<file path="config.mk">
export PLATFORM = sky130hd
export DESIGN_NAME = uart_rx_sampler
export DESIGN_NICKNAME = d
export VERILOG_FILES = /design/src/rtl/uart_rx_sampler.sv
export SDC_FILE = /design/constraint.sdc
export NUM_CORES = 1
export LEC_CHECK = 0
export BUFFER_PORTS_ARGS = -buffer_cell sky130_fd_sc_hd__buf_2
export CAP_MARGIN = 20
export CELL_PAD_IN_SITES_DETAIL_PLACEMENT = 1
export CELL_PAD_IN_SITES_GLOBAL_PLACEMENT = 2
export CORE_MARGIN = 3
export CORE_UTILIZATION = 35
export DETAILED_ROUTE_END_ITERATION = 16
export PLACE_DENSITY_LB_ADDON = 0.1
export SYNTH_ARGS = -nofsm -noshare
export SYNTH_HDL_FRONTEND = slang
export SYNTH_SLANG_ARGS = --single-unit
</file>
<file path="constraint.sdc">
create_clock -name clk -period 2.4 [get_ports clk]
set_input_delay 0.24 -clock clk [delete_from_list [all_inputs] [get_ports clk]]
set_output_delay 0.24 -clock clk [all_outputs]
set_load 0.01 [all_outputs]
</file>
<file path="src/rtl/uart_rx_sampler.sv">
// UART receive front end: synchronises rx, finds the start bit, samples each bit at mid-bit
// and emits one strobe per data bit, then checks the stop bit.
module uart_rx_sampler #(
    parameter int CLKS_PER_BIT = 16,
    parameter int DATA_BITS    = 8,
    parameter int SYNC_STAGES  = 2
) (
    input  logic clk,
    input  logic reset,
    input  logic rx,
    output logic bit_out,
    output logic bit_strobe,
    output logic byte_valid,
    output logic frame_err,
    output logic busy
);
    localparam int CW = $clog2(CLKS_PER_BIT);
    localparam int IW = $clog2(DATA_BITS + 1);
    localparam logic [CW-1:0] CNT_HALF = CW'(CLKS_PER_BIT / 2 - 1);
    localparam logic [CW-1:0] CNT_LAST = CW'(CLKS_PER_BIT - 1);
    localparam logic [IW-1:0] IDX_LAST = IW'(DATA_BITS - 1);

    typedef enum logic [2:0] {IDLE, START, DATA, STOP, BRK} state_t;

    state_t                 state_q, state_d;
    logic [CW-1:0]          cnt_q, cnt_d;
    logic [IW-1:0]          idx_q, idx_d;
    logic                   bit_d, strobe_d, valid_d, ferr_d;
    logic [SYNC_STAGES-1:0] sync_q;
    logic                   rx_s;

    // Synchroniser presets to idle-high so reset never looks like a start bit.
    always_ff @(posedge clk) begin
        if (reset) sync_q <= '1;
        else       sync_q <= {sync_q[SYNC_STAGES-2:0], rx};
    end
    assign rx_s = sync_q[SYNC_STAGES-1];

    always_ff @(posedge clk) begin
        if (reset) begin
            state_q    <= IDLE;
            cnt_q      <= '0;
            idx_q      <= '0;
            bit_out    <= 1'b0;
            bit_strobe <= 1'b0;
            byte_valid <= 1'b0;
            frame_err  <= 1'b0;
            busy       <= 1'b0;
        end else begin
            state_q    <= state_d;
            cnt_q      <= cnt_d;
            idx_q      <= idx_d;
            bit_out    <= bit_d;
            bit_strobe <= strobe_d;
            byte_valid <= valid_d;
            frame_err  <= ferr_d;
            busy       <= (state_d != IDLE);
        end
    end

    always_comb begin
        state_d  = state_q;
        cnt_d    = cnt_q;
        idx_d    = idx_q;
        bit_d    = bit_out;
        strobe_d = 1'b0;
        valid_d  = 1'b0;
        ferr_d   = 1'b0;
        case (state_q)
            IDLE: begin
                if (!rx_s) begin
                    state_d = START;
                    cnt_d   = '0;
                end
            end
            // Half a bit in: a line that has gone high again was only a glitch.
            START: begin
                if (cnt_q == CNT_HALF) begin
                    cnt_d   = '0;
                    idx_d   = '0;
                    state_d = rx_s ? IDLE : DATA;
                end else begin
                    cnt_d = cnt_q + 1'b1;
                end
            end
            DATA: begin
                if (cnt_q == CNT_LAST) begin
                    cnt_d    = '0;
                    bit_d    = rx_s;
                    strobe_d = 1'b1;
                    if (idx_q == IDX_LAST) begin
                        idx_d   = '0;
                        state_d = STOP;
                    end else begin
                        idx_d = idx_q + 1'b1;
                    end
                end else begin
                    cnt_d = cnt_q + 1'b1;
                end
            end
            STOP: begin
                if (cnt_q == CNT_LAST) begin
                    cnt_d = '0;
                    if (rx_s) begin
                        valid_d = 1'b1;
                        state_d = IDLE;
                    end else begin
                        ferr_d  = 1'b1;
                        state_d = BRK;
                    end
                end else begin
                    cnt_d = cnt_q + 1'b1;
                end
            end
            // Hold off until the line returns high so a long break reports once.
            BRK: begin
                if (rx_s) state_d = IDLE;
            end
            default: begin
                state_d = IDLE;
                cnt_d   = '0;
                idx_d   = '0;
            end
        endcase
    end
endmodule

</file>
==> impl_metrics.toml <==
[sta]
holdWs_ns = 0.131
fmax_mhz = 514
max_slew.worst_pin.slew_ns = 0.479
hold_viol = 0
finalCritPeriodShare_pct = 81.1
fin_skew_ns = 0.000466
slew_headroom_pct = 68.1
rsz0062_at_grt = "no"
period_minus_slack_ns = 1.95
finalSetupViolCount = 0
setup_tns_ns = 0
finalMaxSlewViolations = 0

[clock_network]
numClockSinks = 18
cts_buffers = 3
insertion_delay_ns = 0.29
clock_path_buffers = 2
cts_setup_buffers = 0
ctsResizeCount = 0
cts.clk_slew.worst_paths_ns = 0.11
cts_root_buffer = "clkbuf_4"
holdBufCountCts = 0
cts_tree = "built"
htreeDepth = 1

[placement]
hpwlAfterDp_mm = 1.42
io_buffer_count = 7
gp_congestion = 0.742
dp_cells = 124

[min_path]
hold_depth = 2
min_to = "sync_q[0]"
hp-class = "in -> reg"
min_from = "rx"

[power_and_ir_drop]
finalPower_mw = 0.524
max-vdd-ir-drop_mv = 0.224
p_leak_nw = 0.340
power_density_nw_per_um2 = 554

[layout]
regArea_um2 = 360
antennaDiodeCount = 0
num-fill-cells = 272
final_nets = 106
final_cell_count_no_fill = 128
multi_input_area_um2 = 450
drive_gt1_share_pct = 21.0
finalCoreUtilization_pct = 41.6
synthToLayoutAreaGrowth_pct = 10.0

[critical_path]
required_ns = 2.59
crit_family = "simple AND/OR/NAND/NOR gates"
crit_fanout = 6
path_cells = "ha_1 -> nand3_2 -> and3_1 -> or4_4 -> a311o_1"
r2r-end = "busy"
worstSetupPathType = "reg -> reg"
worst_setup_path_end_kind = "register"
reg2reg_from = "cnt_q[0]"
slowest_delay_ns = 0.48
worstPathBufferInverterCount = 0
cpMaxStageDelayCell = "or4_4"
startpoint_type = "register"
rr_worst_depth = 5
reg2reg_slack_ns = 0.45
arrival_ns = 2.14

[routing]
ant_nets = 0
firstDrtPassIters = 3
viasPerCell = 5.65
wire_per_inst_um = 15.3
drtIter0Drc = 4
vias = 723
drt-total-wl_mm = 1.95
drc_errors = 0

[yosys]
netlist_area_um2 = 861
synthTopCellsByArea = "dfxtp_1 (42%), nor2_1 (3.5%), nor3b_1 (3.5%), ha_1 (2.9%), a211oi_1 (2.6%)"
synth_top_area_share_pct = 41.9
syn_nets = 99
ys_ff_latch = 18
yosysUniqueCellTypes = 40
synth_top_cell_by_area = "dfxtp_1"
seq_area_frac_synth_pct = 41.9
syn_area_per_cell_um2 = 9.16
syn_inst = 94
yosysWarnings = 0

[floorplanning]
fp-row-count = 17
core_area_um2 = 2280
fp.dieH_um = 55.6
initial_utilization_pct = 37.8
die-area_um2 = 3090
die_x_um = 55.6
io_pins = 8

[grt]
grt-ovfl-total = 0
grt_pass1_vias = 738
antenna_found_initial = 0
grt_max_degree = 19
grt_pass1_wl_mm = 3.38
grtUsageTotal_pct = 13.8

[job]
cap_violations = 0

[outcome]
outcome = "complete, no violations"
## how the worst max path moves through the flow
stage	from	endpoint	slack, ns	cells after the start
global placement	cnt_q[0]	busy	0.51	5
CTS	cnt_q[0]	busy	0.44	5
detailed placement	cnt_q[0]	busy	0.45	5
floorplan	cnt_q[0]	busy	0.59	5
finish	cnt_q[0]	busy	0.45	5
global route	cnt_q[0]	busy	0.38	5
## report_power, final
part | switching [mW] | internal [mW] | total (mW)
Clock | 0.0963 | 0.0923 | 0.189
Combinational | 0.0149 | 0.0117 | 0.0266
Sequential | 0.00598 | 0.303 | 0.309
## cell families after synthesis
group	after synthesis	synth area share, %
and+or+nand+nor	37	26.6
buffers and inverters	12	5.81
adders and majority gates	2	2.91
xor gates and xnor gates	2	2.04
AOI/OAI and AO/OA	21	18.5
muxes	2	2.33
DFF	18	41.9
## per-layer routing
metal	track usage (%)	share of wire (%)	up-vias	routed length, um
met2	24.5	50	5	980
li1	-	-	362	-
met5	0	0	-	0
met4	5.21	0.61	0	12
met1	16.5	47	354	923
met3	2.09	1.9	2	38
## cells in the mapped netlist, drive strengths merged
master	number
a2111oi	1
nor2b	1
dfxtp	18
or3b	1
xor2	1
a311oi	1
and2	1
nand4	1
a21oi	2
a211oi	3
nand2	2
a41oi	1
ha	2
o31a	1
o31ai	1
buf	4
and3	2
clkbuf	2
or2	2
nor3b	4
a2bb2oi	1
mux2i	2
a211o	1
o21a	2
or4	1
o41ai	1
a311o	1
xnor2	1
inv	6
nor3	4
nor2	8
nand3b	2
nor4	3
nand3	4
a22oi	2
o21ai	3
and3b	1
## state kept, by name, summed over array words and instances (netlist names)
register / flops
bit_strobe: 1
idx_q: 4
busy: 1
cnt_q: 4
frame_err: 1
state_q: 3
byte_valid: 1
sync_q: 2
bit_out: 1
## cell usage in the layout, fill, tap and decap left out, drive strengths merged, types with 2 or more instances in the layout
cell type,n
a22oi,2
and3,2
nor3,4
nand2,2
buf,8
a211oi,3
inv,6
nor2,8
o21ai,3
ha,2
nand3b,2
or2,2
nor3b,4
mux2i,2
dfxtp,18
clkbuf,4
a21oi,2
nand3,4
o21a,2
nor4,3
## metrics by stage
stage	area (um^2)	worst slack, ns
6_report	947	0.453
5_1_grt	947	0.380
4_1_cts	947	0.443
3_5_place_dp	911	0.447
3_3_place_gp	911	0.508
2_1_floorplan	861	0.590
## worst register-to-register path, stage by stage (launching register included)
cell	delay, ns
dfxtp_1	0.41
ha_1	0.27
nand3_2	0.16
and3_1	0.22
or4_4	0.48
a311o_1	0.32
## final cells by class
cell class,count,area share (%)
clock buffer,4,3.83
inverter,6,2.38
multi-input combinational,64,47.6
sequential,18,38.0
tap,28,3.70
timing repair buffer,8,4.49
Note: power is estimated with default switching activity, not from simulation.
